`src/rtl/rr_mux_reg.sv`:
```
// rr_mux_reg: registered N-channel multiplexer with valid/ready on every input
// and on the output. Arbitration is fixed-priority (lowest index wins) or
// round-robin from a rotating pointer. The winning word and its channel index
// pass through a one-deep output register.
module rr_mux_reg #(
    parameter  int N_CH  = 4,
    parameter  int WIDTH = 8,
    localparam int CH_W  = $clog2(N_CH)
) (
    input  logic                  clk,
    input  logic                  rst,
    input  logic                  mode,
    input  logic [N_CH*WIDTH-1:0] in_data,
    input  logic [N_CH-1:0]       in_valid,
    output logic [N_CH-1:0]       in_ready,
    output logic [WIDTH-1:0]      out_data,
    output logic [CH_W-1:0]       out_ch,
    output logic                  out_valid,
    input  logic                  out_ready
);

    logic [CH_W-1:0]  r_ptr;
    logic [WIDTH-1:0] r_out_data;
    logic [CH_W-1:0]  r_out_ch;
    logic             r_out_valid;

    logic             w_load_en;
    logic             w_found;
    logic [CH_W-1:0]  w_grant_idx;
    logic             w_xfer;
    logic [CH_W-1:0]  w_ptr_next;
    int               w_base;
    int               w_idx;

    // The output register can take a word when empty or draining this cycle.
    assign w_load_en = ~r_out_valid | out_ready;

    // Search for the first requester, from channel 0 (mode 0) or from the pointer (mode 1).
    always_comb begin
        // NOTE: every variable gets a default first so no path leaves it unassigned (no latch).
        w_found     = 1'b0;
        w_grant_idx = '0;
        w_base      = mode ? int'(r_ptr) : 0;
        w_idx       = 0;
        for (int off = 0; off < N_CH; off++) begin
            w_idx = w_base + off;
            if (w_idx >= N_CH) begin
                w_idx = w_idx - N_CH;
            end
            if (!w_found && in_valid[w_idx]) begin
                w_found     = 1'b1;
                w_grant_idx = CH_W'(w_idx);
            end
        end
    end

    // A transfer happens only when the register can load and reset is not asserted.
    assign w_xfer     = w_found & w_load_en & ~rst;
    assign in_ready   = w_xfer ? (N_CH'(1) << w_grant_idx) : '0;
    assign w_ptr_next = (w_grant_idx == CH_W'(N_CH - 1)) ? '0 : w_grant_idx + CH_W'(1);

    // Output register and round-robin pointer; reset wins over a simultaneous transfer.
    always_ff @(posedge clk) begin
        // NOTE: state is updated with non-blocking assignments so all registers see pre-edge values.
        if (rst) begin
            r_out_valid <= 1'b0;
            r_out_data  <= '0;
            r_out_ch    <= '0;
            r_ptr       <= '0;
        end else if (w_xfer) begin
            r_out_valid <= 1'b1;
            r_out_data  <= in_data[w_grant_idx*WIDTH +: WIDTH];
            r_out_ch    <= w_grant_idx;
            r_ptr       <= w_ptr_next;
        end else if (out_ready) begin
            r_out_valid <= 1'b0;
        end
    end

    assign out_data  = r_out_data;
    assign out_ch    = r_out_ch;
    assign out_valid = r_out_valid;

endmodule
```
`config.mk`:
```
export PLATFORM = sky130hd
export DESIGN_NAME = rr_mux_reg
export DESIGN_NICKNAME = d
export VERILOG_FILES = /design/src/rtl/rr_mux_reg.sv
export SDC_FILE = /design/constraint.sdc
export NUM_CORES = 1
export LEC_CHECK = 0
export BUFFER_PORTS_ARGS = -buffer_cell sky130_fd_sc_hd__buf_2
export CAP_MARGIN = 25
export CORE_MARGIN = 2
export CORE_UTILIZATION = 42
export CTS_BUF_LIST = sky130_fd_sc_hd__clkbuf_4
export DETAILED_ROUTE_END_ITERATION = 12
export PLACE_DENSITY_LB_ADDON = 0.3
export SYNTH_ARGS = -nofsm -noshare
export SYNTH_HDL_FRONTEND = slang
export SYNTH_SLANG_ARGS = --single-unit
```
`constraint.sdc`:
```
create_clock -name clk -period 2.4 [get_ports clk]
set_clock_uncertainty 0.1 [all_clocks]
set_input_delay 0.12 -clock clk [delete_from_list [all_inputs] [get_ports clk]]
set_output_delay 0.12 -clock clk [all_outputs]
set_load 0.01 [all_outputs]
```
# After elaboration in Yosys (flattened, before gate mapping)
# Cells that the tools add are included.
[op_classes]
n_addsub = 8
multipliers = 0
div_mod_pow = 0
order_cmp = 8
n_eq_ne = 1
shift = 2
muxes = 29
n_bitwise = 5
reduce_logical = 7
[ops]
columns = ["operator", "count"]
rows = [
  ["$lt A32 B4 Y1 const B", 4],
  ["$mux W32", 4],
  ["$shiftx A32 B6 Y8", 1],
  ["$mux W1", 14],
  ["$mux W2", 6],
  ["$sub A3 B3 Y4 const B", 3],
  ["$ge A3 B3 Y1 const B", 3],
  ["$bmux W1 S2", 4],
  ["$add A2 B2 Y3 const B", 2],
  ["$mux W4", 1],
  ["$shl A1 B2 Y4 const A", 1],
  ["$sub A2 B3 Y4 const B", 1],
  ["$add A2 B1 Y3 const B", 1],
  ["$ge A2 B3 Y1 const B", 1],
  ["$logic_and A1 B1 Y1", 3],
  ["$logic_not A1 Y1", 3],
  ["$add A2 B1 Y2 const B", 1],
  ["$and A1 B1 Y1", 2],
  ["$eq A2 B2 Y1 const B", 1],
  ["$not A1 Y1", 2],
  ["$reduce_bool A2 Y1", 1],
  ["$or A1 B1 Y1", 1],
]
[totals]
reg_bits = 13
latchBits = 0
ramBits = 0
romBits = 0
inputBits = 40
output_inout_bits = 15
word_cells = 64
mem_count = 0

# Longest topological paths before layout
[logic_depth]
depth_word = 19
depth_mapped = 12
mapped_depth_nobuf = 10

# Worst setup path before layout
# No wires, ideal clock.
[synth_path]
kind = "register to register"
start = "register r_ptr[1]"
end = "register r_out_data[1], in the netlist out_data[1]"
setup_ns = 0.122
t_arrival_ns = 2.170
t_required_ns = 2.178
path_slack_ns = 0.008
path_stages_with_launch = 9
n_path_buf = 2
synth_period_minus_slack_ns = 2.392
path_cell_list = "dfxtp_1 > clkbuf_1 > nand2_1 > a211oi_1 > nor3_1 > o32ai_2 > buf_6 > mux2_4 > a221o_1"
[synth_via]
elab_chain_len = 18
elab_cells_between_ends = 45
cone_classes = "7 x add/sub; 4 x order compare; 1 x shift; 25 x mux; 2 x bitwise; 6 x reduce/logical"
[synth_lines]
columns = ["element", "line_no", "text"]
rows = [
  ["start: declaration", "22", "logic [CH_W-1:0] r_ptr;"],
  ["start signal: assignment", "74", "r_ptr <= w_ptr_next;"],
  ["$mux W2 *", "43", "w_base = mode ? int'(r_ptr) : 0;"],
  ["parallel branches: the longest is 17 deep, another holds $sub A3 B3 Y4", "n/a", ""],
  ["end signal: assignment", "72", "r_out_data <= in_data[w_grant_idx*WIDTH +: WIDTH];"],
  ["end: declaration", "23", "logic [WIDTH-1:0] r_out_data;"],
]
# Every way passes the cells marked *. The select of a mux whose other input is x is not followed.
# A chain may end at the register's enable or synchronous reset.

# Worst setup path in the final report
[layout_path]
start = "register r_ptr[0]"
end = "output in_ready[1]"
[layout_via]
elab_chain_len = 19
elab_cells_between_ends = 46
cone_classes = "7 x add/sub; 4 x order compare; 1 x shift; 26 x mux; 2 x bitwise; 6 x reduce/logical"
[layout_lines]
columns = ["element", "line_no", "text"]
rows = [
  ["$mux W2 *", "43", ""],
  ["parallel branches: the longest is 17 deep, another holds $sub A3 B3 Y4", "n/a", ""],
  ["$mux W4 *", "59", "assign in_ready = w_xfer ? (N_CH'(1) << w_grant_idx) : '0;"],
  ["end: declaration", "15", "output logic [N_CH-1:0] in_ready,"],
]
# Marks and branches as above.

==> impl_results.md <==
* Status: complete, but fails checks
* Failing checks: setup timing
* Synth Cell Area at roughly 1100 um2
* Number of global-route vias before repair at between 1,000 and 1,500
* Final hold viol count at 0
* Port Buffers at 54
* RSZ-0062 raised after global routing: yes
* Synth unique cells at 38
* Final Wtd Congestion at a little over 0.9
* Grt ovf at 0
* DP Wirelength at approximately 2300 um
* Die Width at around 54 um
* DRC Markers at 0
* Initial Util at a little over two fifths
* Fillers at approximately 180
* Rel. slew slack at between 50 and 60%
* Area taken by flip-flops and latches at roughly 270 um2
* Critical-path maximum fanout at 7
* HP Class: primary input to flop
* Crit path capture type: output port
* Leakage at 0.000902 uW
* Area Growth Syn to Fin at 71.4%
* CTS sink cnt at 13
* H-tree depth at 1
* Largest family of logic cells by synthesized area: simple AND/OR/NAND/NOR gates
* FP Rows at 18
* Yosys warning total at 0
* WHS at 68.2 ps
* Worst slew pin tran at 619 ps
* EDFF count, synth at 0
* Power Dens Cells at around 710 nW/um2
* Setup ws final at -95.0 ps
* All-layer global routing usage at 26.3%
* Drt total wl at around 3700 um
* Max VDD drop at approximately 0.00048 V
* Drt initial violations at 34
* Crit path buffers/inverters at 6
* Sequential area share after synthesis at between 20 and 25%
* Post-synthesis cell count at about 120
* Adder-Cell Fraction of Synth Area at 1.18%
* Fmax at 401 MHz
* Main synth FF type: dfxtp_1
* Syn_area_per_cell at between 8 and 9 um2
* Setup violations, final at 9
* Slowest cell delay on critical path at between 300 and 400 ps
* Multi-input gate area at between 800 and 900 um2
* Area contributors post-synth: dfxtp_1 (24%), mux2_4 (9.9%), mux2i_1 (8.5%), a221o_1 (7.5%), nor3_1 (5.6%)
* CP max stage cell: dfxtp_2
* CP top delay family: buffers and inverters
* Final std cells w/o fill at 236
* CP Cell Sequence: buf_6, buf_4, o21bai_2, buf_4, a211oi_2, o32a_1, inv_2, buf_6, nor3_2, buf_2
* Tcrit/Tclk final at 104%
* ANT nets after route at 0
* Vias per inst at between 5 and 6
* Synth Area in Compound Gates at 23.9%
* Total CTS buffers at 3
* Placed Cells at around 220
* Final Critical Period at about 2500 ps
* Critical path class: flop to output port
* Final layout net count at approximately 250
* Post-Synth Simple-Gate Area at between 20% and 30%
* Post-synth top area share at about 24%
* TNS Setup at -377 ps
* XOR/XNOR Fraction of Synth Area at 0%
* CTS clk-pin slew, worst paths at approximately 80 ps
* Post-synth ARST share at 0%
* Synth area leader: dfxtp_1
* Ports at between 50 and 60
* Tot Pwr at between 1000 and 1500 uW
* Die height at between 50 and 60 um
* CTS max path bufs at 2
* Clk root buf: clkbuf_4
* Post-synthesis net count at approximately 170
* CTS tree: built
* Initial antenna violation count at 0
* Crit path DAT at approximately 2300 ps
* Number of antenna diodes at 0
* Layout cells sized above 1 at between 60% and 70%
* Pre-Repair DR Iteration Count at 4
* CP Launch Type: flop
* Mux share of post-synthesis cell area at around a fifth
* First-pass GRT wire length at 5530 um
* Final Util at between 70% and 80%
* Later-pin clock latency in the skew report at roughly 270 ps
* Average wire per cell in the routed design at 15.7 um
* Core Region at 2430 um2
* FF+latch count, synth at 13
* Vias at around 1,300
* Die area at around 3000 um2
* Largest net degree at the start of global routing at 14
* Maxcap violations at 0
* Worst EP required at between 2000 and 2500 ps
* Slew Viols, Final at 0
==> path summary, 6_finish.rpt <==
kind	end	startpoint	slack [ps]	cells past startpoint
max reg2reg	out_data[1]	r_ptr[0]	-30	8
min reg2reg	out_ch[1]	out_ch[1]	370	2
max	in_ready[1]	r_ptr[0]	-90	10
min	out_valid	out_ready	70	4
==> cell usage after synthesis (all sizes together), types with 2 or more instances <==
master / number
or2: 2
buf: 4
nor2: 10
nor2b: 6
and3b: 2
nand2: 8
a221o: 8
dfxtp: 13
clkbuf: 5
nand3: 2
a21oi: 2
nor3: 12
inv: 2
nand3b: 3
mux2i: 9
mux2: 9
a22oi: 2
o21ai: 6
and2: 2
a211oi: 3
==> metrics by stage <==
step | setup WS [ps] | area (um2)
3_5_place_dp | -99.5 | 1500
5_1_grt | -170 | 1830
4_1_cts | -45.1 | 1730
3_3_place_gp | -17.6 | 1500
6_report | -95.0 | 1830
2_1_floorplan | 8.39 | 1060
==> per-layer routing <==
metal	vias up	wire (um)	global-route usage (%)
met5	-	0	0
met4	0	47	10.8
met3	6	216	4.64
met2	55	1960	47.0
met1	649	1490	30.6
li1	637	-	-
==> worst register-to-register path, cell delays in order, from the launching register on <==
cell,delay [ps]
dfxtp_2,340
or3b_1,350
a2111o_1,410
o311ai_4,90
o32ai_4,160
buf_12,160
buf_12,130
mux2_4,290
a221o_1,290
==> kinds of logic after synthesis <==
| group | Yosys count |
|---|---|
| and+or+nand+nor | 51 |
| DFF | 13 |
| AOI/OAI and AO/OA | 30 |
| buffers and inverters | 11 |
| adders and majority gates | 1 |
| muxes | 18 |
==> final cells by class <==
class | count | area share [%]
tap | 30 | 2.06
multi-input combinational | 100 | 48.5
sequential | 13 | 14.5
clock buffer | 4 | 1.64
inverter | 2 | 0.411
timing repair buffer | 87 | 32.9
==> sequential cells by signal (all words and copies together) (netlist names) <==
signal	count
out_valid	1
out_ch	2
r_ptr	2
out_data	8
==> cell usage in the layout, fill, tap and decap left out, types with 3 or more instances in the layout <==
| cell type | netlist | routed |
|---|---|---|
| a221o_1 | 8 | 8 |
| nor2b_1 | 6 | 5 |
| nor3_1 | 12 | 10 |
| nand3b_1 | 3 | 3 |
| buf_6 | 1 | 12 |
| o21ai_0 | 5 | 5 |
| mux2_4 | 7 | 8 |
| nor2_1 | 10 | 9 |
| buf_4 | 0 | 18 |
| nand2_2 | 0 | 3 |
| nand2_1 | 8 | 5 |
| mux2i_1 | 9 | 9 |
| clkbuf_4 | 0 | 4 |
| buf_2 | 2 | 53 |
| dfxtp_1 | 13 | 11 |
==> power breakdown <==
| group | internal (uW) | switching [uW] |
|---|---|---|
| clock network | 75.7 | 74.0 |
| registers | 273 | 33.8 |
| logic | 471 | 368 |
| total | 819 | 476 |
==> timing repair <==
item                                   4_1_cts  5_1_grt
hold buffers                                 1        0
buffers inserted                             9        3
gates resized for setup                     28       17
pin swaps                                   24        6
setup endpoints to repair                   12       12
endpoints found under the hold margin        2        0
Power figures use the tool's default switching activity.
